--- src/rtl/ids_rr_arbiter.sv ---
// ids_rr_arbiter
//   Packet-granular round-robin arbiter in front of the IDS inspection
//   datapath. Each upstream source writes into a small fall-through queue;
//   one queue at a time is granted and whole packets are forwarded on the
//   data/ctrl/wr/rdy bus without interleaving words of different packets.
//
// Ports
//   clk          system clock
//   reset        asynchronous active-low reset
//   in_data      per-port data, port i at [i*DATA_WIDTH +: DATA_WIDTH]
//   in_ctrl      per-port ctrl, port i at [i*CTRL_WIDTH +: CTRL_WIDTH]
//   in_wr        per-port write strobe
//   in_rdy       per-port ready (queue has more than one free entry)
//   out_data     head word of the granted queue
//   out_ctrl     head ctrl of the granted queue
//   out_wr       word valid toward IDS (queue popped in the same cycle)
//   out_rdy      IDS can accept a word
//   enable       permits new grants
//   grant_valid  a packet is currently granted
//   grant_port   index of the granted port
//   pkt_done     pulse coincident with the last word of a forwarded packet
//   frame_err    pulse coincident with the discard of a misframed head word
//   overflow     sticky per-port flag, write seen while that queue was full
module ids_rr_arbiter #(
  parameter int DATA_WIDTH       = 64,
  parameter int CTRL_WIDTH       = DATA_WIDTH/8,
  parameter int NUM_PORTS        = 2,
  parameter int QUEUE_DEPTH_BITS = 2
) (
  input  logic                             clk,
  input  logic                             reset,
  input  logic [NUM_PORTS*DATA_WIDTH-1:0]  in_data,
  input  logic [NUM_PORTS*CTRL_WIDTH-1:0]  in_ctrl,
  input  logic [NUM_PORTS-1:0]             in_wr,
  output logic [NUM_PORTS-1:0]             in_rdy,
  output logic [DATA_WIDTH-1:0]            out_data,
  output logic [CTRL_WIDTH-1:0]            out_ctrl,
  output logic                             out_wr,
  input  logic                             out_rdy,
  input  logic                             enable,
  output logic                             grant_valid,
  output logic [1:0]                       grant_port,
  output logic                             pkt_done,
  output logic                             frame_err,
  output logic [NUM_PORTS-1:0]             overflow
);

  localparam int DEPTH = 1 << QUEUE_DEPTH_BITS;
  localparam int CNT_W = QUEUE_DEPTH_BITS + 1;
  localparam int WORD_W = DATA_WIDTH + CTRL_WIDTH;

  typedef enum logic [1:0] {ST_IDLE, ST_HEAD, ST_BODY} state_t;

  state_t      state_reg;
  logic        grant_valid_reg;
  logic [1:0]  grant_port_reg;
  logic [1:0]  rr_ptr_reg;
  logic [1:0]  rst_sync_reg;
  logic        run_ok;

  logic [NUM_PORTS-1:0]                 empty;
  logic [NUM_PORTS-1:0]                 full;
  logic [NUM_PORTS-1:0]                 pop;
  logic [NUM_PORTS-1:0][DATA_WIDTH-1:0] head_data;
  logic [NUM_PORTS-1:0][CTRL_WIDTH-1:0] head_ctrl;

  // Reset release is brought onto clk through two flops; arbitration stays
  // off until the released level has propagated.
  always_ff @(posedge clk or negedge reset) begin
    if (!reset) begin
      rst_sync_reg <= 2'b00;
    end else begin
      rst_sync_reg <= {rst_sync_reg[0], 1'b1};
    end
  end
  assign run_ok = rst_sync_reg[1];

  // ---------------------------------------------------------------------
  // Per-port fall-through queues: head word is read combinationally from
  // the storage array so a word written at cycle N is at the head at N+1.
  // ---------------------------------------------------------------------
  genvar gi;
  generate
    for (gi = 0; gi < NUM_PORTS; gi++) begin : g_queue
      logic [WORD_W-1:0]           mem_reg [DEPTH];
      logic [QUEUE_DEPTH_BITS-1:0] wr_ptr_reg;
      logic [QUEUE_DEPTH_BITS-1:0] rd_ptr_reg;
      logic [CNT_W-1:0]            count_reg;
      logic                        overflow_reg;
      logic                        push;

      assign full[gi]   = (count_reg == CNT_W'(DEPTH));
      assign empty[gi]  = (count_reg == '0);
      assign in_rdy[gi] = (count_reg < CNT_W'(DEPTH - 1));
      // A simultaneous pop frees the slot, so a write to a full queue is
      // still taken in that cycle.
      assign push = in_wr[gi] && (!full[gi] || pop[gi]);

      assign head_data[gi] = mem_reg[rd_ptr_reg][DATA_WIDTH-1:0];
      assign head_ctrl[gi] = mem_reg[rd_ptr_reg][WORD_W-1:DATA_WIDTH];
      assign overflow[gi]  = overflow_reg;

      // Storage needs no reset: pointers and count define what is valid.
      always_ff @(posedge clk) begin
        if (push) begin
          mem_reg[wr_ptr_reg] <= {in_ctrl[gi*CTRL_WIDTH +: CTRL_WIDTH],
                                  in_data[gi*DATA_WIDTH +: DATA_WIDTH]};
        end
      end

      always_ff @(posedge clk or negedge reset) begin
        if (!reset) begin
          wr_ptr_reg   <= '0;
          rd_ptr_reg   <= '0;
          count_reg    <= '0;
          overflow_reg <= 1'b0;
        end else begin
          if (push) begin
            wr_ptr_reg <= wr_ptr_reg + 1'b1;
          end
          if (pop[gi]) begin
            rd_ptr_reg <= rd_ptr_reg + 1'b1;
          end
          case ({push, pop[gi]})
            2'b10:   count_reg <= count_reg + 1'b1;
            2'b01:   count_reg <= count_reg - 1'b1;
            default: count_reg <= count_reg;
          endcase
          if (in_wr[gi] && full[gi] && !pop[gi]) begin
            overflow_reg <= 1'b1;
          end
        end
      end
    end
  endgenerate

  // ---------------------------------------------------------------------
  // Round-robin scan from rr_ptr. The first non-empty queue with a
  // misframed head (ctrl==0) is a discard candidate; the first non-empty
  // queue with a proper header is the grant candidate.
  // ---------------------------------------------------------------------
  logic       disc_found;
  logic [1:0] disc_port;
  logic       req_found;
  logic [1:0] req_port;

  always_comb begin
    disc_found = 1'b0;
    disc_port  = 2'd0;
    req_found  = 1'b0;
    req_port   = 2'd0;
    for (int k = 0; k < NUM_PORTS; k++) begin
      for (int p = 0; p < NUM_PORTS; p++) begin
        if ((((int'(rr_ptr_reg) + k) % NUM_PORTS) == p) && !empty[p]) begin
          if (head_ctrl[p] == '0) begin
            if (!disc_found) begin
              disc_found = 1'b1;
              disc_port  = 2'(p);
            end
          end else if (!req_found) begin
            req_found = 1'b1;
            req_port  = 2'(p);
          end
        end
      end
    end
  end

  // Head of the granted queue.
  logic                  sel_empty;
  logic [DATA_WIDTH-1:0] sel_data;
  logic [CTRL_WIDTH-1:0] sel_ctrl;

  always_comb begin
    sel_empty = 1'b1;
    sel_data  = '0;
    sel_ctrl  = '0;
    for (int p = 0; p < NUM_PORTS; p++) begin
      if (grant_port_reg == 2'(p)) begin
        sel_empty = empty[p];
        sel_data  = head_data[p];
        sel_ctrl  = head_ctrl[p];
      end
    end
  end

  logic in_idle;
  logic discard;
  logic grant;
  logic last_word;
  logic [1:0] rr_next;

  assign in_idle   = (state_reg == ST_IDLE);
  // Discarding a misframed head takes priority over granting that cycle.
  assign discard   = in_idle && run_ok && disc_found;
  assign grant     = in_idle && run_ok && enable && !disc_found && req_found;
  assign out_wr    = grant_valid_reg && !sel_empty && out_rdy && !in_idle;
  assign last_word = out_wr && (state_reg == ST_BODY) && (sel_ctrl != '0);
  assign rr_next   = (grant_port_reg == 2'(NUM_PORTS - 1)) ? 2'd0
                                                           : grant_port_reg + 2'd1;

  always_comb begin
    pop = '0;
    for (int p = 0; p < NUM_PORTS; p++) begin
      if ((out_wr && grant_port_reg == 2'(p)) ||
          (discard && disc_port == 2'(p))) begin
        pop[p] = 1'b1;
      end
    end
  end

  assign out_data    = sel_data;
  assign out_ctrl    = sel_ctrl;
  assign grant_valid = grant_valid_reg;
  assign grant_port  = grant_port_reg;
  assign pkt_done    = last_word;
  assign frame_err   = discard;

  // ---------------------------------------------------------------------
  // Packet FSM: IDLE arbitrates, HEAD passes header words, BODY passes
  // body words until the closing ctrl!=0 word.
  // ---------------------------------------------------------------------
  always_ff @(posedge clk or negedge reset) begin
    if (!reset) begin
      state_reg       <= ST_IDLE;
      grant_valid_reg <= 1'b0;
      grant_port_reg  <= 2'd0;
      rr_ptr_reg      <= 2'd0;
    end else begin
      case (state_reg)
        ST_IDLE: begin
          if (grant) begin
            grant_port_reg  <= req_port;
            grant_valid_reg <= 1'b1;
            state_reg       <= ST_HEAD;
          end
        end
        ST_HEAD: begin
          if (out_wr && sel_ctrl == '0) begin
            state_reg <= ST_BODY;
          end
        end
        ST_BODY: begin
          if (last_word) begin
            rr_ptr_reg      <= rr_next;
            grant_valid_reg <= 1'b0;
            state_reg       <= ST_IDLE;
          end
        end
        default: begin
          state_reg       <= ST_IDLE;
          grant_valid_reg <= 1'b0;
        end
      endcase
    end
  end

endmodule

--- config.mk ---
export PLATFORM = sky130hd
export DESIGN_NAME = ids_rr_arbiter
export DESIGN_NICKNAME = d
export VERILOG_FILES = /design/src/rtl/ids_rr_arbiter.sv
export SDC_FILE = /design/constraint.sdc
export NUM_CORES = 1
export LEC_CHECK = 0
export ABC_CLOCK_PERIOD_IN_PS = 9300
export BUFFER_PORTS_ARGS = -buffer_cell sky130_fd_sc_hd__clkbuf_2
export CAP_MARGIN = 30
export CORE_AREA = 2 2 229 231
export CTS_CLUSTER_DIAMETER = 30
export DETAILED_ROUTE_END_ITERATION = 6
export DIE_AREA = 0 0 231 233
export PLACE_DENSITY_LB_ADDON = 0.2
export SLEW_MARGIN = 20
export SYNTH_ARGS = -nofsm -noshare
export SYNTH_HDL_FRONTEND = slang
export SYNTH_SLANG_ARGS = --single-unit
--- constraint.sdc ---
create_clock -name clk -period 9.3 [get_ports clk]
set_input_delay 0.93 -clock clk [delete_from_list [all_inputs] [get_ports clk]]
set_output_delay 0.93 -clock clk [all_outputs]
set_load 0.05 [all_outputs]
==> results of run 1 <==
## routing by layer
layer | track usage [%] | wire [microns]
met1 | 25.7 | 21700
met2 | 30.6 | 24700
met5 | 0 | 62
met4 | 5.95 | 778
met3 | 5.48 | 3220
## cell type report
cell class              instances  area, sq um
multi-input cells             313         4860
inverters                      18         67.6
fillers                      3831        22400
diodes                          1         2.50
clock buffers                 117         2780
well taps                     680          851
clock inverters                86         1020
flip-flops and latches        599        17900
repair buffers                244         1280
## cells by family (layout without fill, tap and decap cells)
logic type | Yosys count | after routing | synth area share, %
flops | 599 | 599 | 77.8
mux | 224 | 224 | 18.0
buf+inv | 64 | 465 | 1.13
simple gates | 46 | 46 | 1.25
compound gates | 23 | 23 | 0.828
fa+ha+maj | 10 | 10 | 0.610
xor+xnor | 8 | 8 | 0.305
other cells | 2 | 3 | 0.0327
## cells in the final DEF (no fill, tap or decap), drive strengths merged, types with 2 or more instances in the layout
| cell type | synthesis | routed |
|---|---|---|
| nand2 | 9 | 9 |
| fa | 2 | 2 |
| conb | 2 | 2 |
| o211ai | 2 | 2 |
| nand4 | 3 | 3 |
| nor4b | 3 | 3 |
| buf | 18 | 14 |
| and2 | 9 | 9 |
| o2111ai | 2 | 2 |
| a21oi | 6 | 6 |
| clkinvlp | 0 | 12 |
| mux2 | 77 | 77 |
| nor3 | 6 | 6 |
| mux4 | 144 | 144 |
| xnor2 | 7 | 7 |
| ha | 8 | 8 |
| clkbuf | 28 | 347 |
| bufinv | 0 | 19 |
| o21ai | 2 | 2 |
| dfrtp | 23 | 23 |
| mux2i | 3 | 3 |
| or4 | 3 | 3 |
| nor2 | 2 | 2 |
| edfxtp | 576 | 576 |
| inv | 18 | 23 |
| nor4 | 5 | 5 |
| clkinv | 0 | 50 |
## worst register-to-register path: cells and delay by family (launching register included)
kind | cells | cell delay, ns
and+or+nand+nor | 3 | 1.29
AOI/OAI and AO/OA | 2 | 0.75
buffers and inverters | 2 | 1.43
muxes | 1 | 0.68
DFF | 1 | 0.89
## metrics by stage
| step | hold WS (ns) | utilization (%) | worst slack (ns) |
|---|---|---|---|
| global placement | 0.336 | 48.8 | 3.78 |
| CTS | 0.314 | 56.3 | 3.67 |
| finish | 0.331 | 56.3 | 3.88 |
| detailed placement | 0.347 | 48.8 | 3.65 |
| floorplan | 0.331 | - | 3.99 |
| global route | 0.362 | 56.3 | 3.38 |
## report_power, final
group / switching [mW] / internal [mW] / total, mW
registers: 0.292 / 3.58 / 3.87
clock network: 1.31 / 2.68 / 3.99
logic: 2.29 / 1.25 / 3.54
total: 3.89 / 7.51 / 11.4
## worst paths after layout
path,start,endpoint,slack (ns)
min in group clk,rst_sync_reg[0]$_DFF_PN0_,rst_sync_reg[1]$_DFF_PN0_,0.35
worst max register to register,g_queue[1].rd_ptr_reg[0]$_DFFE_PN0N_,g_queue[1].mem_reg[0][51]$_DFFE_PP_,3.88
worst min register to register,rst_sync_reg[0]$_DFF_PN0_,rst_sync_reg[1]$_DFF_PN0_,0.35
worst min-delay path,reset,grant_valid$_DFFE_PN0P_,0.33
worst max-delay path,g_queue[1].rd_ptr_reg[0]$_DFFE_PN0N_,g_queue[1].mem_reg[0][51]$_DFFE_PP_,3.88
max in group asynchronous,reset,grant_port[0]$_DFFE_PN0P_,8.47
==> impl_results.md, run 1 <==
- Worst r2r path cells: 8
- Die W: 231 microns
- Final Setup Violations: 0
- Skew-Pair Late Insertion Delay: approximately 0.65 ns
- Crit-path cells: buf_4, mux4_2, nor4_1, nand4_1, o21ai_2, o21a_1, and2_4, buf_4
- Initial Utilization: between 40% and 50%
- CTS hold repair buffers: 0
- Period utilization: a little under 60%
- Buf/Inv on CP: 2
- Gr ovfl total: 0
- #FFs+latches synth: between 500 and 600
- CP max FO: 40
- DRC: 0
- CP Capture Type: flop
- Seq/Total Area, Yosys: slightly below 80%
- Gpl congestion: around 0.76
- DR vias/cell: ~5.4
- Number of post-CTS setup repair buffers: 0
- Max-slew violations: 0
- Crit path kind: flop to flop
- Antenna-violating nets left: 0
- Die Y: approximately 230 microns
- Nets: between 1k and 1.5k
- Core area: 51100 sq um
- Placed cell areas: between 20000 and 25000 sq um
- Num ports: 232
- Worst slew pin tran: about 0.90 ns
- Synth warn: 0
- Tot Pwr: 11.4 mW
- Non-Filler Instances: 2058
- Post-DP HPWL: just over 30 mm
- Top area cells in the synthesized netlist: edfxtp_1 75%, mux4_2 14%, mux2_2 3.8%
- Critical path startpoint category: flop
- DR WL/cell: between 20 and 25 microns
- Yosys top cell by area: edfxtp_1
- Max-cap violations: 0
- Area Overhead vs Synth: 25.1%
- Synth Net Count: between 1k and 1.5k
- TritonCTS Buffers: ~110
- Vias in the first global route: between 10k and 15k
- Slowest Stage Delay on Critical Path: ~0.89 ns
- Clock buffer depth: 3
- Via count: approximately 11k
- PortBufs: between 200 and 250
- Clock transition at path regs: 0.05 ns
- DR pass1 iterations: 4
- Synth Instances: roughly 980
- Top-area cell type share of the netlist area: between 70% and 80%
- Initial drt markers: 909
- Root buffer cell: clkbuf_16
- Req. time, crit path: about 9.6 ns
- Largest net degree at the start of global routing: 60
- HP Class: input pin to asynchronous set/reset pin
- Largest register FFs: between 500 and 600
- Clock sinks: roughly 600
- Levels on crit path: 8
- RSZ-0062 raised after global routing: no
- Layout cells sized above 1: about half
- Most common cell in the netlist: edfxtp_1
- Initial antenna violation count: 6
- Commonest cells in the netlist: 576 x edfxtp_1, 143 x mux4_2, 77 x mux2_2
- WP data arrival: 5.69 ns
- Slew headroom: 39.9%
- PD cells: 396 nW/um^2
- Placed Instances: around 1.9k
- CP delay by family, top: buffers and inverters
- Gr usage total: 19.2%
- Min Tclk post-route: 5.42 ns
- Row count: 83
- Post-Syn Area: 23000 sq um
- Setup tns final: 0 ns
- Full die area: ~54000 sq um
- CP most frequent cell: buf_4
- Avg Inst Size Synth: 23.5 sq um
- CP max stage cell: dfrtp_4
- PostCTS Resize Cnt: 0
- Post-route cell area: approximately 29000 sq um
- Cell variety after synth: 49
- EDFF count, synth: 576
- Static Leakage: between 10 and 15 nW
- Post-Route WL: between 50 and 60 mm
- Htree depth: 3
- Primary FF master, synth: edfxtp_1
- Async S/R FF share, synth: 3.84%
- Global-route wire length before repair: 74.4 mm
- Hold Fails Final Rpt: 0
- FMAX: 184 MHz
- CTS tree: done
- Setup Skew: 0.0225 ns
- Worst vdd ir: between 0.0002 and 0.00025 V
- Outcome: complete, no violations
No activity file was read; power rests on OpenSTA's default activity.
==> run 2, diff against run 1 <==
--- a/config.mk
+++ b/config.mk
@@ -5,7 +5,7 @@
 export SDC_FILE = /design/constraint.sdc
 export NUM_CORES = 1
 export LEC_CHECK = 0
-export ABC_CLOCK_PERIOD_IN_PS = 9300
+export ABC_CLOCK_PERIOD_IN_PS = 5310
 export BUFFER_PORTS_ARGS = -buffer_cell sky130_fd_sc_hd__clkbuf_2
 export CAP_MARGIN = 30
 export CORE_AREA = 2 2 229 231
==> constraint.sdc (replaced) <==
create_clock -name clk -period 5.31 [get_ports clk]
set_input_delay 0.531 -clock clk [delete_from_list [all_inputs] [get_ports clk]]
set_output_delay 0.531 -clock clk [all_outputs]
set_load 0.05 [all_outputs]
==> run 2 against run 1 <==
  * Sequential share of layout area is 0.53 points lower
  * Core utilization grew 0.48 points
  * Clock power is 80% higher
  * Fmax up 21%
==> impl_results.md, run 2 (synthesis gave the netlist of run 1 again) <==
- CP Capture Type: flop
- Antenna-violating nets left: 0
- Clock transition at path regs: about 0.06 ns
- Req. time, crit path: 5.61 ns
- Initial antenna violation count: 7
- Worst r2r path cells: 8
- Fill count: about 3.8k
- WHS: around 0.12 ns
- Min Tclk post-route: around 4.5 ns
- Die W: about 230 microns
- Initial drt markers: slightly below 900
- Hold Fails Final Rpt: 0
- Hold path depth: 1
- Sequential power share: between 30% and 40%
- Worst vdd ir: around 0.00049 V
- Slowest Stage Delay on Critical Path: 0.67 ns
- CTS tree: done
- Clock share of power: 35.5%
- Root buffer cell: clkbuf_16
- Setup tns final: 0 ns
- DRC: 0
- Global-route wire length before repair: ~76 mm
- Outcome: complete, no violations
- Slew headroom: a little over two fifths
- Core area: between 50000 and 60000 sq um
- PnR worst setup slack: between 0.8 and 0.9 ns
- Post-Route WL: between 50 and 60 mm
- Max-cap violations: 0
- Nets: about 1.5k
- Fin util: 56.7%
- Layout cells sized above 1: around half
- Commonest non-fill, non-tap cell in the layout: edfxtp_1
- Vias in the first global route: ~12k
- Crit-path cells: buf_4, mux4_2, nor4_1, nand4_1, o21ai_2, o21a_1, and2_4, buf_12
- WP data arrival: between 4 and 5 ns
- Die Y: between 200 and 250 microns
- PostCTS Resize Cnt: 0
- DR WL/cell: between 20 and 25 microns
- CTS hold repair buffers: 1
- Sw power: between 6 and 7 mW
- Power share of the combinational group: a little under a third
- Gpl congestion: 0.778
- Static Leakage: between 10 and 15 nW
- Pre-CTS setup slack: 0.773 ns
- Final Setup Violations: 0
- Largest register FFs: between 500 and 600
- Worst slew pin tran: between 0.8 and 0.9 ns
- Initial Utilization: between 40 and 50%
- TritonCTS Buffers: 110
- DR pass1 iterations: 5
- Skew-Pair Late Insertion Delay: 0.64 ns
- Htree depth: 3
- HP Class: input pin to flop
- Switching share of power: roughly a third
- Gr ovfl total: 0
- FMAX: ~220 MHz
- Max-slew violations: 0
- Post-DP HPWL: between 30 and 40 mm
- Crit path kind: flop to flop
- Period utilization: 84.6%
- CP max stage cell: dfrtp_4
- Largest net degree at the start of global routing: 55
- DR vias/cell: around 5.4
- Gr usage total: about 20%
- Num ports: roughly 230
- Via count: about 11k
- Clock sinks: between 500 and 600
- Number of post-CTS setup repair buffers: 0
- Most frequent cells in the layout: 576 x edfxtp_1, 230 x clkbuf_2, 143 x mux4_2
- CP max FO: 39
- Area Overhead vs Synth: 26.2%
- Int Power: roughly 13 mW
- Critical path startpoint category: flop
- Full die area: about 54000 sq um
- PD cells: approximately 700 nW/um^2
- RSZ-0062 raised after global routing: no
- Clock buffer depth: 3
- Setup Skew: roughly 0.027 ns
- PortBufs: 230
- Row count: just over 80
-- run 2: worst paths after layout --
kind,start,end,slack [ns]
setup reg to reg,g_queue[1].rd_ptr_reg[0]$_DFFE_PN0N_,g_queue[1].mem_reg[3][60]$_DFFE_PP_,0.82
max in group asynchronous,reset,g_queue[0].rd_ptr_reg[1]$_DFFE_PN0N_,4.31
hold reg to reg,rst_sync_reg[0]$_DFF_PN0_,rst_sync_reg[1]$_DFF_PN0_,0.35
hold / removal,in_data[18],g_queue[0].mem_reg[1][18]$_DFFE_PP_,0.12
setup / recovery,g_queue[1].rd_ptr_reg[0]$_DFFE_PN0N_,g_queue[1].mem_reg[3][60]$_DFFE_PP_,0.82
min in group asynchronous,reset,g_queue[0].count_reg[0]$_DFFE_PN0P_,0.49
-- run 2: power groups by stage --
stage	registers, mW	logic (mW)	clock network (mW)
after floorplan	6.56	4.87	0
after global placement	6.81	6.40	0
after detailed placement	6.84	6.43	0
after CTS	6.76	6.45	7.30
after global routing	6.84	6.70	7.52
final	6.74	6.33	7.18
-- run 2: metrics by stage --
stage	cell area, sq um	cells	power [mW]
after global placement	25100	1863	13.2
after CTS	29000	2069	20.5
after detailed placement	25100	1863	13.3
after global routing	29000	2074	21.1
final	29000	2074	20.2
after floorplan	23000	976	11.4
-- run 2: worst max-delay path, delay by kind of cell (launching register included) --
kind | cells | cell delay (ns)
flip-flops | 1 | 0.67
buffers and inverters | 2 | 0.70
multiplexers | 1 | 0.59
AND/OR/NAND/NOR | 3 | 1.31
AO/OA/AOI/OAI | 2 | 0.79
-- run 2: area by class of cell --
type | instances | area, sq um | share of cell area [%]
tap | 680 | 851 | 2.93
sequential | 599 | 17900 | 61.7
clock inverter | 83 | 1030 | 3.55
inverter | 18 | 67.6 | 0.233
multi-input combinational | 313 | 4860 | 16.8
clock buffer | 122 | 2860 | 9.87
timing repair buffer | 255 | 1420 | 4.91
antenna | 4 | 10.0 | 0.0345
-- run 2: layer usage --
layer,share of wire [%],global-route usage (%),vias to the layer above
li1,-,-,4826
met5,0.058,0,-
met1,41,26.0,5858
met2,50,31.5,380
met4,2.4,7.38,6
met3,6.4,4.69,95
==> run 3, diff against run 2 <==
--- a/config.mk
+++ b/config.mk
@@ -5,13 +5,14 @@
 export SDC_FILE = /design/constraint.sdc
 export NUM_CORES = 1
 export LEC_CHECK = 0
-export ABC_CLOCK_PERIOD_IN_PS = 5310
+export ABC_AREA = 1
+export ABC_CLOCK_PERIOD_IN_PS = 4270
 export BUFFER_PORTS_ARGS = -buffer_cell sky130_fd_sc_hd__clkbuf_2
 export CAP_MARGIN = 30
-export CORE_AREA = 2 2 229 231
+export CORE_AREA = 2 2 232 234
 export CTS_CLUSTER_DIAMETER = 30
 export DETAILED_ROUTE_END_ITERATION = 6
-export DIE_AREA = 0 0 231 233
+export DIE_AREA = 0 0 234 236
 export PLACE_DENSITY_LB_ADDON = 0.2
 export SLEW_MARGIN = 20
 export SYNTH_ARGS = -nofsm -noshare
==> constraint.sdc (replaced) <==
create_clock -name clk -period 4.27 [get_ports clk]
set_input_delay 0.427 -clock clk [delete_from_list [all_inputs] [get_ports clk]]
set_output_delay 0.427 -clock clk [all_outputs]
set_load 0.05 [all_outputs]
==> run 3 against run 2 <==
  * Synthesized cell count rose by 89%
  * Largest cell class unchanged
  * Area after synthesis increased by 2.4%
  * Worst setup slack got worse by 0.53 ns
  * Clock skew shrank 0.0028 ns
  * Critical path type is now flop to output pin
==> impl_results.md, run 3 <==
- Initial drt markers: 1287
- Max-cap violations: 0
- Number of post-CTS setup repair buffers: 0
- PostCTS Resize Cnt: 0
- Nets: between 2k and 2.5k
- CP max stage cell: buf_4
- Worst slew pin tran: 1.03 ns
- Largest register FFs: around 580
- Antenna-violating nets left: 0
- Hold path depth: 1
- Fill count: between 4k and 5k
- Max-slew violations: 0
- Row count: between 80 and 90
- PD cells: about 640 nW/um^2
- Worst r2r path cells: 13
- Slowest Stage Delay on Critical Path: 0.75 ns
- Commonest non-fill, non-tap cell in the layout: edfxtp_1
- Skew-Pair Late Insertion Delay: 0.65 ns
- Via count: 15.8k
- #FFs+latches synth: about 600
- WP data arrival: between 3 and 4 ns
- Global-route wire length before repair: 92.2 mm
- Setup Skew: 0.0243 ns
- Top area cells in the synthesized netlist: edfxtp_1 74%, nor2_1 7.6%, o21ai_0 5.7%
- Min Tclk post-route: ~4.0 ns
- Reg-to-Reg End: g_queue[1].mem_reg[1][20]$_DFFE_PP_
- Commonest cells in the netlist: 576 x edfxtp_1, 475 x nor2_1, 266 x o21ai_0
- Die Y: approximately 240 microns
- Crit-path cells: inv_4, buf_4, o21ai_0, a31oi_1, clkbuf_2
- Crit path kind: flop to output pin
- Most common cell in the netlist: edfxtp_1
- DR pass1 iterations: 5
- FMAX: about 250 MHz
- Largest net degree at the start of global routing: 107
- Top-area cell type share of the netlist area: 73.5%
- Htree depth: 3
- Static Leakage: ~11 nW
- Clock sinks: ~600
- CP max FO: 100
- Async S/R FF share, synth: ~3.8%
- Hold Startpoint: in_data[23]
- Primary FF master, synth: edfxtp_1
- PnR worst setup slack: 0.292 ns
- CP delay by family, top: buffers and inverters
- Synth Net Count: about 2.0k
- PortBufs: 230
- Non-Filler Instances: between 2k and 3k
- Post-Syn Area: 23500 sq um
- DR WL/cell: between 20 and 25 microns
- Final Setup Violations: 0
- CTS hold repair buffers: 74
- Req. time, crit path: about 3.8 ns
- EDFF count, synth: roughly 580
- Avg Inst Size Synth: approximately 13 sq um
- Num ports: 232
- Post-Route WL: 60.5 mm
- TritonCTS Buffers: approximately 120
- Critical path startpoint category: flop
- WHS Endpoint: g_queue[0].mem_reg[3][23]$_DFFE_PP_
- Root buffer cell: clkbuf_16
- HP Class: input pin to flop
- Hold Fails Final Rpt: 0
- Pre-CTS setup slack: 0.895 ns
- Synth warn: 0
- Yosys top cell by area: edfxtp_1
- Gr usage total: 22.0%
- Buf/Inv on CP: 3
- Slew headroom: between 30% and 40%
- Clock buffer depth: 3
- Initial Utilization: ~44%
- Outcome: complete, no violations
- Initial antenna violation count: 4
- Full die area: 55200 sq um
- Core area: 53100 sq um
- Die W: 234 microns
- DRC: 0
- Cell variety after synth: 32
- Seq/Total Area, Yosys: 76.0%
- Worst R2R Setup Slack: a little over 0.8 ns
- Worst vdd ir: about 0.00037 V
- Synth Instances: 1840
- Post-DP HPWL: between 30 and 40 mm
- DR vias/cell: between 5 and 6
- Gpl congestion: around 0.8
- RSZ-0062 raised after global routing: no
- Clock transition at path regs: ~0.050 ns
- Most frequent cells in the layout: 576 x edfxtp_1, 467 x nor2_1, 266 x o21ai_0
- Placed Instances: 2685
- CTS tree: done
- Gr ovfl total: 0
- Fin util: around 57%
- Period utilization: 93.2%
- Area Overhead vs Synth: 28.2%
- Layout cells sized above 1: roughly a fifth
- CP Capture Type: output pin
- Vias in the first global route: roughly 15k
- Reg2reg start: g_queue[0].rd_ptr_reg[1]$_DFFE_PN0N_
run 3: changes by cell type after synthesis, moves of 77 or more:
cell	change
o21ai_0	+265
mux2_2	-77
nor2_1	+473
nand2_1	+110
mux4_2	-143
run 3: how the worst max path moves through the flow:
stage          cells after the start  slack [ns]                                  from                                   to
3_5_place_dp                      13        0.89  g_queue[0].rd_ptr_reg[1]$_DFFE_PN0N_  g_queue[1].mem_reg[1][31]$_DFFE_PP_
2_1_floorplan                      9       -0.53             grant_port[0]$_DFFE_PN0P_   g_queue[1].mem_reg[0][0]$_DFFE_PP_
6_report                           5        0.29  g_queue[0].rd_ptr_reg[0]$_DFFE_PN0N_                          out_data[2]
4_1_cts                            9        0.33             grant_port[0]$_DFFE_PN0P_                             pkt_done
5_1_grt                            9        0.07             grant_port[0]$_DFFE_PN0P_                             pkt_done
3_3_place_gp                      13        0.92  g_queue[0].rd_ptr_reg[1]$_DFFE_PN0N_  g_queue[1].mem_reg[1][31]$_DFFE_PP_
run 3: metal layers:
metal	track usage, %	wire (microns)	vias up
met4	6.94	1260	4
li1	-	-	7385
met3	4.32	3520	106
met5	0	20	-
met1	30.8	26900	7793
met2	34.7	28800	504
run 3: final cells by class:
| cell class | count | area [sq um] | share of cell area, % |
|---|---|---|---|
| clock inverters | 81 | 773 | 2.56 |
| clock buffers | 140 | 3120 | 10.3 |
| inverters | 41 | 163 | 0.539 |
| repair buffers | 333 | 2230 | 7.41 |
| multi-input cells | 1090 | 5110 | 16.9 |
| diodes | 2 | 5.00 | 0.0166 |
| flip-flops and latches | 599 | 17900 | 59.3 |
| well taps | 696 | 871 | 2.89 |
run 3: cells by family after synthesis:
group	synth area share, %
compound gates	9.45
xor+xnor	0.298
fa+ha+maj	0.596
buf+inv	2.53
flops	76.0
other cells	0.0319
simple gates	11.1
run 3: power breakdown:
part	switching, mW	internal [mW]
Combinational	1.83	0.578
Sequential	0.242	7.71
Clock	2.93	5.89
run 3: stage by stage:
step	area, sq um	TNS, ns	total power [mW]	hold slack, ns
detailed placement	25500	0	10.4	0.340
global placement	25500	0	10.4	0.333
finish	30200	0	19.2	0.0186
global route	30200	0	19.9	0.000132
floorplan	23500	-304.11	9.48	0.131
CTS	30200	0	19.3	0.000956
